===== src/rtl/vga_pkg.sv =====
// vga_pkg -- constants shared by the VGA test-pattern blocks.
//
// Contents:
//   H_ACTIVE / V_ACTIVE   visible resolution (640x480)
//   PAT_*                 pattern identifiers driven on pattern_sel
//   RGB_*                 3-bit colour codes {r,g,b}
//   BTN_*                 bit positions of the four buttons in a button vector
//   ctrl_state_t          controller state (MANUAL / AUTO)
//   scroll_step()         modulo-H_ACTIVE horizontal offset step
package vga_pkg;

  localparam int H_ACTIVE = 640;
  localparam int V_ACTIVE = 480;

  localparam logic [2:0] PAT_HBANDS  = 3'd0;
  localparam logic [2:0] PAT_VBANDS  = 3'd1;
  localparam logic [2:0] PAT_CHECKER = 3'd2;
  localparam logic [2:0] PAT_BOX     = 3'd3;
  localparam logic [2:0] PAT_SOLID   = 3'd4;

  localparam logic [2:0] RGB_BLACK   = 3'b000;
  localparam logic [2:0] RGB_BLUE    = 3'b001;
  localparam logic [2:0] RGB_GREEN   = 3'b010;
  localparam logic [2:0] RGB_CYAN    = 3'b011;
  localparam logic [2:0] RGB_RED     = 3'b100;
  localparam logic [2:0] RGB_MAGENTA = 3'b101;
  localparam logic [2:0] RGB_YELLOW  = 3'b110;
  localparam logic [2:0] RGB_WHITE   = 3'b111;

  localparam int BTN_UP    = 0;
  localparam int BTN_DOWN  = 1;
  localparam int BTN_LEFT  = 2;
  localparam int BTN_RIGHT = 3;

  typedef enum logic {
    ST_MANUAL = 1'b0,
    ST_AUTO   = 1'b1
  } ctrl_state_t;

  // Moves x by step pixels left or right, wrapping inside 0..H_ACTIVE-1.
  // step must be smaller than H_ACTIVE.
  function automatic logic [9:0] scroll_step(input logic [9:0] x,
                                             input int step,
                                             input logic forward);
    int s;
    s = forward ? int'(x) + step : int'(x) - step;
    if (s >= H_ACTIVE) begin
      s = s - H_ACTIVE;
    end else if (s < 0) begin
      s = s + H_ACTIVE;
    end
    return 10'(s);
  endfunction

endpackage


===== src/rtl/pattern_ctrl_if.sv =====
// pattern_ctrl_if -- button/frame inputs and pattern outputs of pattern_ctrl.
//
// Signals:
//   btn_up/down/left/right  raw asynchronous push buttons, active-high
//   frame_start             one-cycle pulse at start of vertical blanking
//   pattern_sel[2:0]        selected pattern index
//   scroll_x[9:0]           horizontal pattern offset, 0..639
//   update_pulse            one-cycle pulse when pattern_sel or scroll_x changed
//   auto_active             high while the controller auto-cycles
//
// Modports:
//   master  drives buttons and frame_start, observes the outputs
//   slave   the controller side (pattern_ctrl)
interface pattern_ctrl_if;

  logic       btn_up;
  logic       btn_down;
  logic       btn_left;
  logic       btn_right;
  logic       frame_start;
  logic [2:0] pattern_sel;
  logic [9:0] scroll_x;
  logic       update_pulse;
  logic       auto_active;

  modport master (
    output btn_up, btn_down, btn_left, btn_right, frame_start,
    input  pattern_sel, scroll_x, update_pulse, auto_active
  );

  modport slave (
    input  btn_up, btn_down, btn_left, btn_right, frame_start,
    output pattern_sel, scroll_x, update_pulse, auto_active
  );

endinterface


===== src/rtl/btn_debounce.sv =====
// btn_debounce -- synchronizer, debouncer and press detector for one button.
//
// Ports:
//   clk      clock
//   reset    asynchronous, active-high reset (clears synchronizer, count, level)
//   btn_raw  raw asynchronous button, active-high
//   press    one-cycle pulse when the accepted level goes 0 -> 1
//
// Parameters:
//   DEBOUNCE_CYCLES  consecutive identical synchronized samples needed before
//                    the accepted level follows the button
module btn_debounce #(
  parameter int DEBOUNCE_CYCLES = 250000
) (
  input  logic clk,
  input  logic reset,
  input  logic btn_raw,
  output logic press
);

  localparam int CNT_W = (DEBOUNCE_CYCLES > 1) ? $clog2(DEBOUNCE_CYCLES) : 1;
  localparam logic [CNT_W-1:0] CNT_LAST = CNT_W'(DEBOUNCE_CYCLES - 1);

  logic [1:0]       sync_ff;
  logic [CNT_W-1:0] cnt;
  logic             level;

  // cnt holds how many consecutive samples have disagreed with the accepted
  // level; any agreeing sample restarts it. The sample that completes the run
  // flips the level and, for a rising level, fires press in the same update.
  always_ff @(posedge clk or posedge reset) begin
    if (reset) begin
      sync_ff <= 2'b00;
      cnt     <= '0;
      level   <= 1'b0;
      press   <= 1'b0;
    end else begin
      sync_ff <= {sync_ff[0], btn_raw};
      press   <= 1'b0;
      if (sync_ff[1] == level) begin
        cnt <= '0;
      end else if (cnt == CNT_LAST) begin
        cnt   <= '0;
        level <= sync_ff[1];
        press <= sync_ff[1];
      end else begin
        cnt <= cnt + 1'b1;
      end
    end
  end

endmodule


===== src/rtl/pattern_ctrl.sv =====
// pattern_ctrl -- button-driven selector of VGA test pattern and scroll offset.
//
// Ports:
//   clk    pixel clock
//   reset  asynchronous, active-high reset
//   bus    pattern_ctrl_if.slave: buttons, frame_start in; pattern_sel,
//          scroll_x, update_pulse, auto_active out
//
// Button presses are collected as pending flags and applied only on a
// frame_start cycle, so outputs change exclusively on the edge after
// frame_start. Opposing presses in the same frame cancel.
//
// Build option PATTERN_CTRL_AUTO_CYCLE_EN: after AUTO_FRAMES consecutive frames
// without pending presses the controller enters AUTO and steps pattern_sel
// every AUTO_FRAMES frames until a button is pressed. Without the macro the
// controller is always MANUAL and auto_active is constant 0.
module pattern_ctrl
  import vga_pkg::*;
#(
  parameter int NUM_PATTERNS    = 5,
  parameter int DEBOUNCE_CYCLES = 250000,
  parameter int SCROLL_STEP     = 8,
  parameter int AUTO_FRAMES     = 300
) (
  input  logic clk,
  input  logic reset,
  pattern_ctrl_if.slave bus
);

  localparam logic [2:0] PAT_LAST = 3'(NUM_PATTERNS - 1);

  logic [3:0] press;
  logic [3:0] pending;
  logic [2:0] pattern_sel_q;
  logic [2:0] pattern_next;
  logic [9:0] scroll_x_q;
  logic [9:0] scroll_next;
  logic       update_pulse_q;
  logic       auto_step;

  function automatic logic [2:0] pattern_inc(input logic [2:0] p);
    return (p == PAT_LAST) ? 3'd0 : p + 3'd1;
  endfunction

  function automatic logic [2:0] pattern_dec(input logic [2:0] p);
    return (p == 3'd0) ? PAT_LAST : p - 3'd1;
  endfunction

  btn_debounce #(.DEBOUNCE_CYCLES(DEBOUNCE_CYCLES)) u_deb_up (
    .clk(clk), .reset(reset), .btn_raw(bus.btn_up), .press(press[BTN_UP])
  );

  btn_debounce #(.DEBOUNCE_CYCLES(DEBOUNCE_CYCLES)) u_deb_down (
    .clk(clk), .reset(reset), .btn_raw(bus.btn_down), .press(press[BTN_DOWN])
  );

  btn_debounce #(.DEBOUNCE_CYCLES(DEBOUNCE_CYCLES)) u_deb_left (
    .clk(clk), .reset(reset), .btn_raw(bus.btn_left), .press(press[BTN_LEFT])
  );

  btn_debounce #(.DEBOUNCE_CYCLES(DEBOUNCE_CYCLES)) u_deb_right (
    .clk(clk), .reset(reset), .btn_raw(bus.btn_right), .press(press[BTN_RIGHT])
  );

  // Values the outputs take if the current cycle is a frame_start. An auto
  // step only happens in AUTO with no press, so pending is empty then and the
  // two sources never compete.
  always_comb begin
    pattern_next = pattern_sel_q;
    scroll_next  = scroll_x_q;
    if (auto_step) begin
      pattern_next = pattern_inc(pattern_sel_q);
    end else begin
      if (pending[BTN_UP] && !pending[BTN_DOWN]) begin
        pattern_next = pattern_inc(pattern_sel_q);
      end else if (pending[BTN_DOWN] && !pending[BTN_UP]) begin
        pattern_next = pattern_dec(pattern_sel_q);
      end
      if (pending[BTN_RIGHT] && !pending[BTN_LEFT]) begin
        scroll_next = scroll_step(scroll_x_q, SCROLL_STEP, 1'b1);
      end else if (pending[BTN_LEFT] && !pending[BTN_RIGHT]) begin
        scroll_next = scroll_step(scroll_x_q, SCROLL_STEP, 1'b0);
      end
    end
  end

  // On frame_start the flags are consumed, but a press arriving in that very
  // cycle becomes the new pending set so it lands on the following frame.
  // update_pulse compares against the old values so a cancel stays silent.
  always_ff @(posedge clk or posedge reset) begin
    if (reset) begin
      pending        <= 4'b0000;
      pattern_sel_q  <= 3'd0;
      scroll_x_q     <= 10'd0;
      update_pulse_q <= 1'b0;
    end else begin
      update_pulse_q <= 1'b0;
      if (bus.frame_start) begin
        pending        <= press;
        pattern_sel_q  <= pattern_next;
        scroll_x_q     <= scroll_next;
        update_pulse_q <= (pattern_next != pattern_sel_q) ||
                          (scroll_next != scroll_x_q);
      end else begin
        pending <= pending | press;
      end
    end
  end

  assign bus.pattern_sel  = pattern_sel_q;
  assign bus.scroll_x     = scroll_x_q;
  assign bus.update_pulse = update_pulse_q;

`ifdef PATTERN_CTRL_AUTO_CYCLE_EN
  localparam int IDLE_W = (AUTO_FRAMES > 1) ? $clog2(AUTO_FRAMES) : 1;
  localparam logic [IDLE_W-1:0] IDLE_LAST = IDLE_W'(AUTO_FRAMES - 1);

  ctrl_state_t       state;
  logic [IDLE_W-1:0] idle_cnt;
  logic              auto_active_q;
  logic              any_press;

  assign any_press = |press;
  assign auto_step = bus.frame_start && (state == ST_AUTO) && !any_press &&
                     (idle_cnt == IDLE_LAST);

  // idle_cnt counts frames in MANUAL without pending presses and, once in
  // AUTO, frames until the next pattern step. Any press wins over a
  // coincident frame_start: back to MANUAL with the count restarted.
  always_ff @(posedge clk or posedge reset) begin
    if (reset) begin
      state         <= ST_MANUAL;
      idle_cnt      <= '0;
      auto_active_q <= 1'b0;
    end else if (any_press) begin
      state         <= ST_MANUAL;
      idle_cnt      <= '0;
      auto_active_q <= 1'b0;
    end else if (bus.frame_start) begin
      case (state)
        ST_MANUAL: begin
          if (|pending) begin
            idle_cnt <= '0;
          end else if (idle_cnt == IDLE_LAST) begin
            state         <= ST_AUTO;
            idle_cnt      <= '0;
            auto_active_q <= 1'b1;
          end else begin
            idle_cnt <= idle_cnt + 1'b1;
          end
        end
        ST_AUTO: begin
          if (idle_cnt == IDLE_LAST) begin
            idle_cnt <= '0;
          end else begin
            idle_cnt <= idle_cnt + 1'b1;
          end
        end
        default: begin
          state         <= ST_MANUAL;
          idle_cnt      <= '0;
          auto_active_q <= 1'b0;
        end
      endcase
    end
  end

  assign bus.auto_active = auto_active_q;
`else
  // Auto-cycle compiled out. AUTO_FRAMES is never negative, so auto_active
  // is a constant 0.
  assign auto_step       = 1'b0;
  assign bus.auto_active = (AUTO_FRAMES < 0);
`endif

endmodule

===== src/flat_wrapper.sv =====
// flat-port wrapper written by rule: the top's interface ports become plain ports
module pattern_ctrl_flat import vga_pkg::*;
#(
  parameter int NUM_PATTERNS    = 5,
  parameter int DEBOUNCE_CYCLES = 250000,
  parameter int SCROLL_STEP     = 8,
  parameter int AUTO_FRAMES     = 300
)
  (clk, reset, bus_btn_up, bus_btn_down, bus_btn_left, bus_btn_right, bus_frame_start, bus_pattern_sel, bus_scroll_x, bus_update_pulse, bus_auto_active);
  pattern_ctrl_if bus_i ();
  input  logic clk;
  input  logic reset;
  input wire logic [$bits(bus_i.btn_up)-1:0] bus_btn_up;
  input wire logic [$bits(bus_i.btn_down)-1:0] bus_btn_down;
  input wire logic [$bits(bus_i.btn_left)-1:0] bus_btn_left;
  input wire logic [$bits(bus_i.btn_right)-1:0] bus_btn_right;
  input wire logic [$bits(bus_i.frame_start)-1:0] bus_frame_start;
  output wire logic [$bits(bus_i.pattern_sel)-1:0] bus_pattern_sel;
  output wire logic [$bits(bus_i.scroll_x)-1:0] bus_scroll_x;
  output wire logic [$bits(bus_i.update_pulse)-1:0] bus_update_pulse;
  output wire logic [$bits(bus_i.auto_active)-1:0] bus_auto_active;
  assign bus_i.btn_up = bus_btn_up;
  assign bus_i.btn_down = bus_btn_down;
  assign bus_i.btn_left = bus_btn_left;
  assign bus_i.btn_right = bus_btn_right;
  assign bus_i.frame_start = bus_frame_start;
  assign bus_pattern_sel = bus_i.pattern_sel;
  assign bus_scroll_x = bus_i.scroll_x;
  assign bus_update_pulse = bus_i.update_pulse;
  assign bus_auto_active = bus_i.auto_active;
  pattern_ctrl #(.NUM_PATTERNS(NUM_PATTERNS), .DEBOUNCE_CYCLES(DEBOUNCE_CYCLES), .SCROLL_STEP(SCROLL_STEP), .AUTO_FRAMES(AUTO_FRAMES)) u_core (.clk(clk), .reset(reset), .bus(bus_i));
endmodule

===== config.mk =====
export PLATFORM = sky130hd
export DESIGN_NAME = pattern_ctrl_flat
export DESIGN_NICKNAME = d
export VERILOG_FILES = /design/src/rtl/vga_pkg.sv /design/src/rtl/pattern_ctrl_if.sv /design/src/rtl/btn_debounce.sv /design/src/rtl/pattern_ctrl.sv /design/src/flat_wrapper.sv
export SDC_FILE = /design/constraint.sdc
export NUM_CORES = 1
export LEC_CHECK = 0
export ABC_AREA = 1
export BUFFER_PORTS_ARGS = -buffer_cell sky130_fd_sc_hd__buf_2
export CAP_MARGIN = 5
export CORE_MARGIN = 3
export CORE_UTILIZATION = 30
export CTS_BUF_LIST = sky130_fd_sc_hd__clkbuf_4 sky130_fd_sc_hd__clkbuf_8
export CTS_CLUSTER_DIAMETER = 80
export DETAILED_ROUTE_END_ITERATION = 10
export GPL_ROUTABILITY_DRIVEN = 1
export GPL_TIMING_DRIVEN = 1
export PLACE_DENSITY = 0.54
export SYNTH_ARGS = -nofsm -noshare
export SYNTH_HDL_FRONTEND = slang
export SYNTH_HIERARCHICAL = 1
export SYNTH_SLANG_ARGS = --single-unit

===== constraint.sdc =====
create_clock -name clk -period 2.29 [get_ports clk]
set_input_delay 0.458 -clock clk [delete_from_list [all_inputs] [get_ports clk]]
set_output_delay 0.458 -clock clk [all_outputs]
set_load 0.01 [all_outputs]

# [Word level (Yosys, flattened, before mapping)]
# Index checks and enable logic that the tools add are counted.
[word_totals] register_bits=106 input_bits=7 out_inout_bits=15
[classes] n_mux=28 add_sub_neg=12 eq_ne=11 bitwise=5 order_cmp=4 n_reduce_logical=14
[op_table] op="2-to-1 mux 18 bit" n=8
[op_table] op="adder 18 x 1 -> 18 bit (second input constant)" n=4
[op_table] op="== test 18 bit (second input constant)" n=4
[op_table] op="2-to-1 mux 10 bit" n=6
[op_table] op="less-than comparator 11 x 1 -> 1 bit (second input constant)" n=2
[op_table] op="adder 10 bit (second input constant)" n=2
[op_table] op="subtractor 10 bit (second input constant)" n=2
[op_table] op="2-to-1 mux 3 bit" n=4
[op_table] op="adder 10 x 4 -> 11 bit (second input constant)" n=1
[op_table] op=">= comparator 11 x 10 -> 1 bit (second input constant)" n=1
[op_table] op=">= comparator 11 bit (second input constant)" n=1
[op_table] op="subtractor 10 x 4 -> 11 bit (second input constant)" n=1
[op_table] op="!= test 10 bit" n=1
[op_table] op="2-to-1 mux 1 bit" n=9
[op_table] op="AND reduction 2 bit" n=4
[op_table] op="== test 1 bit" n=4
[op_table] op="logical AND 1 bit" n=4
[op_table] op="zero test 1 bit" n=4
[op_table] op="2-to-1 mux 4 bit" n=1
[op_table] op="inverter 1 bit" n=4
[op_table] op="bitwise OR 4 bit" n=1
[op_table] op="adder 3 x 1 -> 3 bit (second input constant)" n=1
[op_table] op="== test 3 bit (second input constant)" n=1
[op_table] op="zero test 3 bit" n=1
[op_table] op="3 further kinds" n=3

# [Logic depth before layout (Yosys ltp)]
[depth] word_depth=9 ltp_mapped=18 mapped_depth_nobuf=18

# [By module]
# Netlist, hierarchy kept.
[by_module_without_submodules] mod="btn_debounce" n_inst=4 seq_area_each_um2=550.5 area_per_inst_um2=1123.6 cells_each=136
[by_module_without_submodules] mod="pattern_ctrl" n_inst=1 seq_area_each_um2=375.4 area_per_inst_um2=1531.5 cells_each=228

# [Worst setup path after synthesis]
# No wires, ideal clock.
[synth_path] path_kind="flip-flop to flip-flop" from="register u_core.scroll_x_q[3], in the netlist u_core/bus.scroll_x[3]" to="register u_core.scroll_x_q[9], in the netlist u_core/bus.scroll_x[9]" synth_period_minus_slack_ns=2.152 path_stages_with_launch=16 slack_ns=0.138 required_time_ns=2.173 t_arrival_ns=2.035 path_cell_list="dfrtp_1 ha_1 nand3_1 xor2_1 inv_1 ha_1 nand2_1 nand3b_1 nor2_1 nand2_2 nand3_2 nand2_1 o21ai_1 nand2_1 nand3_1 nand2_1"
[synth_via] elab_chain_cells=6 word_cells_on_any_way=16 cone_classes="6 x add/sub; 4 x order compare; 6 x mux"
[synth_lines] element="start, declared" line_no="pattern_ctrl.sv:36" source="logic [9:0] scroll_x_q;"
[synth_lines] element="start signal, assigned" line_no="pattern_ctrl.sv:101" source="scroll_x_q <= scroll_next;"
[synth_lines] element="subtractor 10 x 4 -> 11 bit"
[synth_lines] element="adder 10 bit or less-than comparator 11 x 1 -> 1 bit (tied branches)" line_no="vga_pkg.sv:50, vga_pkg.sv:49"
[synth_lines] element="2-to-1 mux 10 bit" line_no="vga_pkg.sv:49" source="end else if (s < 0) begin"
[synth_lines] element="2-to-1 mux 10 bit" line_no="vga_pkg.sv:47" source="if (s >= H_ACTIVE) begin"
[synth_lines] element="2-to-1 mux 10 bit" line_no="pattern_ctrl.sv:81" source="end else if (pending[BTN_LEFT] && !pending[BTN_RIGHT]) begin"
[synth_lines] element="2-to-1 mux 10 bit *" line_no="pattern_ctrl.sv:79" source="if (pending[BTN_RIGHT] && !pending[BTN_LEFT]) begin"
# Every way passes the cells marked *; elsewhere a longest branch is shown, timed or not.
# A chain may end at the register's enable or synchronous reset.

# [Final worst setup path]
[layout_path] from="register u_core.scroll_x_q[3], in the netlist u_core/bus.scroll_x[3]" to="register u_core.scroll_x_q[8], in the netlist u_core/bus.scroll_x[8]"
# Same word-level chain as after synthesis.

==> results.sh <==
export IMPL_wirelength_um=12090
export IMPL_dpl_cell_count=1061
export IMPL_path_class="reg -> reg"
export IMPL_setup_ws_ns=0.1985
export IMPL_skew_ns=0.01178
export IMPL_synth_cell_types=31
export IMPL_ys_seq_elements=103
export IMPL_synthTopCellsByArea="dfrtp_1 (43%), nand2_1 (9.2%), nor2_1 (7.5%)"
export IMPL_synthCells=772
export IMPL_routed_via_count=4767
export IMPL_coreArea_mm2=0.01959
export IMPL_slew_viol_final=0
export IMPL_p_leak_nw=3.037
export IMPL_portBuffers=17
export IMPL_clkTransAtPathRegs_ns=0.10
export IMPL_startpoint_type="flop"
export IMPL_setup_viol=0
export IMPL_crit_fanout=6
export IMPL_dpl_worst_slack_ns=0.1372
export IMPL_die_area_mm2=0.02182
export IMPL_cts_tree="done"
export IMPL_clk_latency_ns=0.38
export IMPL_area_delta_synth_final_pct=12.92
export IMPL_period_minus_slack_ns=2.091
export IMPL_grt_pass1_wl_um=21270
export IMPL_powerDensity_mw_per_mm2=579.8
export IMPL_antenna_found_initial=0
export IMPL_end_kind="flop"
export IMPL_min_path_type="in -> reg"
export IMPL_yosysTopAreaCell="dfrtp_1"
export IMPL_drt_iter0_drc=190
export IMPL_grt_max_degree=23
export IMPL_avgRoutedWirePerCell_um=11.13
export IMPL_drive_gt1_share_pct=18.76
export IMPL_cts_htree_levels=3
export IMPL_grt_setup_unrepaired="no"
export IMPL_synth_top_area_share_pct=42.77
export IMPL_finalPower_w=0.003945
export IMPL_cp_data_arrival_time_ns=2.35
export IMPL_fp_dieH_um=147.7
export IMPL_setup_tns_ns=0
export IMPL_syn_area_per_cell_um2=7.805
export IMPL_status="complete, no violations"
export IMPL_gr_total_overflow=0
export IMPL_n_antenna_cell=0
export IMPL_dr_pass1_iters=4
export IMPL_yosysSeqAreaShare_pct=42.77
export IMPL_rows=51
export IMPL_grt_pass1_vias=4569
export IMPL_die_x_um=147.7
export IMPL_ant_nets=0
export IMPL_start_util_pct=30.76
export IMPL_grt_total_usage_pct=11.57
export IMPL_clk_path_buf_depth=2
export IMPL_gp_congestion=0.8051
export IMPL_max_cap_viol_count=0
export IMPL_final_net_count=839
export IMPL_yosysWarnings=6
export IMPL_syn_area_mm2=0.006026
export IMPL_dp_hpwl_um=8867
export IMPL_hold_viol=0
export IMPL_drc=0
export IMPL_numCtsBuffers=9
export IMPL_cts_root_buf="clkbuf_8"
export IMPL_timing_fmax_ghz=0.4781
export IMPL_max_slew_margin_rel_pct=54.46
export IMPL_worstMarginPinSlew_ns=0.6782
export IMPL_period_share_pct=91.33
export IMPL_io_pins=22
export IMPL_cts_sinks=103
export IMPL_fin_cells=1086
export IMPL_cp_data_required_time_ns=2.55
export IMPL_via_per_inst=4.390
export IMPL_final_core_util_pct=34.73
export IMPL_ir_drop_uv=276.4
## worst paths after layout
path                                                   start                           end  slack, ns  cells past startpoint
worst max-delay path                  u_core/bus.scroll_x[3]        u_core/bus.scroll_x[8]       0.20                     18
worst min-delay path                            bus_btn_left  u_core/u_deb_left/sync_ff[0]       0.17                      1
worst max register to register        u_core/bus.scroll_x[3]        u_core/bus.scroll_x[8]       0.20                     18
worst min register to register  u_core/u_deb_down/sync_ff[0]  u_core/u_deb_down/sync_ff[1]       0.36                      0
max in group asynchronous                              reset        u_core/bus.scroll_x[3]       1.64                      2
min in group asynchronous                              reset    u_core/u_deb_right/cnt[14]       0.18                      3
## repair_timing
action | CTS | global route
resized for setup | 0 | 15
buffers inserted | 0 | 9
setup endpoints to repair | 0 | 3
hold buffers | 0 | 0
endpoints found under the hold margin | 0 | 0
## cell usage after synthesis (all sizes together)
master  instances
ha             16
xor2           16
o21ai          21
nand2         178
o21bai          4
clkinv          2
nor3b           4
a21oi          31
nor2          156
nor3           16
xnor2          20
a31oi           4
nand3          70
nand4          11
conb            1
nand3b          6
o211ai          2
buf             8
dfrtp         103
inv           103
## where the power goes
group	switching (W)	total [W]	internal (W)	leakage, nW
Clock	0.000623	0.00119	0.000565	0.108
Combinational	0.000495	0.000807	0.000312	1.54
Sequential	0.0000731	0.00195	0.00188	1.39
Total	0.00119	0.00395	0.00275	3.04
## placed cells by master, fill, tap and decap left out
| cell type | Yosys | final |
|---|---|---|
| nand2_1 | 147 | 143 |
| nor2_1 | 121 | 121 |
| dfrtp_1 | 103 | 101 |
| inv_1 | 89 | 87 |
| nand3_1 | 67 | 66 |
| nand2_2 | 30 | 34 |
| a21oi_1 | 26 | 26 |
| buf_4 | 5 | 21 |
| nor2_4 | 21 | 21 |
| xnor2_1 | 20 | 20 |
| o21ai_0 | 18 | 18 |
| buf_2 | 1 | 17 |
| nor3_1 | 16 | 16 |
| xor2_1 | 16 | 15 |
| inv_2 | 13 | 14 |
| nor2_2 | 14 | 14 |
| ha_1 | 16 | 14 |
| nand4_1 | 11 | 11 |
| clkbuf_8 | 0 | 10 |
| nand3b_1 | 6 | 6 |
| a21oi_2 | 5 | 5 |
| nand3_2 | 3 | 4 |
| o21bai_1 | 4 | 4 |
| conb_1 | 1 | 4 |
| a31oi_1 | 4 | 4 |
| nor3b_1 | 4 | 4 |
| o21ai_1 | 3 | 3 |
| clkbuf_4 | 0 | 2 |
| inv_4 | 1 | 2 |
| clkinv_1 | 2 | 2 |
| o211ai_1 | 2 | 2 |
| ha_4 | 0 | 2 |
| dfrtp_2 | 0 | 2 |
| bufinv_16 | 0 | 1 |
| clkinv_4 | 0 | 1 |
| clkinv_2 | 0 | 1 |
| inv_6 | 0 | 1 |
| nand2_4 | 1 | 1 |
| xor2_2 | 0 | 1 |
## cell type report
| cell class | instances | area, um2 |
|---|---|---|
| Clock inverter | 4 | 52.55 |
| Inverter | 105 | 399.1 |
| Tap cell | 265 | 331.6 |
| Timing Repair Buffer | 38 | 242.7 |
| Clock buffer | 12 | 152.6 |
| Multi-Input combinational cell | 559 | 3045 |
| Sequential cell | 103 | 2580 |
| Fill cell | 2075 | 12790 |
## state kept, by name, indices dropped and copies added, names as in the netlist
signal / count
u_core/u_deb_down/press: 1
u_core/u_deb_left/sync_ff: 2
u_core/u_deb_left/level: 1
u_core/bus.update_pulse: 1
u_core/pending: 4
u_core/u_deb_right/cnt: 18
u_core/u_deb_left/cnt: 18
u_core/u_deb_down/cnt: 18
u_core/u_deb_left/press: 1
u_core/u_deb_right/level: 1
u_core/u_deb_down/level: 1
u_core/bus.pattern_sel: 3
u_core/bus.scroll_x: 7
u_core/u_deb_up/press: 1
u_core/u_deb_up/cnt: 18
u_core/u_deb_right/press: 1
u_core/u_deb_right/sync_ff: 2
u_core/u_deb_down/sync_ff: 2
u_core/u_deb_up/sync_ff: 2
u_core/u_deb_up/level: 1
## stage by stage
stage | instance area, um2 | hold WS, ns
after detailed placement | 6479 | 0.3347
after CTS | 6684 | 0.1392
after global routing | 6804 | 0.1427
after floorplan | 6037 | 0.3312
final | 6804 | 0.1728
after global placement | 6479 | 0.3337
## logic make-up (layout without fill, tap and decap cells)
| family | count (synthesis) | in the layout | share of synthesized area (%) |
|---|---|---|---|
| buffers and inverters | 113 | 159 | 7.662 |
| XOR/XNOR | 36 | 36 | 5.233 |
| adder cells (fa/ha/maj) | 16 | 16 | 3.322 |
| other | 1 | 4 | 0.06223 |
| AND/OR/NAND/NOR | 441 | 441 | 35.15 |
| flip-flops | 103 | 103 | 42.77 |
| AO/OA/AOI/OAI | 62 | 62 | 5.793 |
## critical path, stage by stage, from the launching register on
cell	delay [ns]
dfrtp_2	0.49
inv_4	0.11
ha_4	0.14
inv_2	0.04
nor2_2	0.13
nand3_1	0.11
nand2_2	0.12
inv_2	0.05
ha_1	0.17
nand2_1	0.06
nor2_1	0.04
nand3_1	0.07
nand3_2	0.08
nand2_2	0.09
nand2_2	0.05
nand2_2	0.05
nand2_1	0.04
nand2_1	0.09
a21oi_2	0.05
## metal layers
metal  part of all wire (%)  vias up  track usage, %
met5                      0        -               0
met4                    1.5        0           4.520
met3                    2.8       12           1.839
met2                     46       47           18.93
met1                     50     2200           15.42
li1                       -     2508               -
No activity file was read; power rests on OpenSTA's default activity.
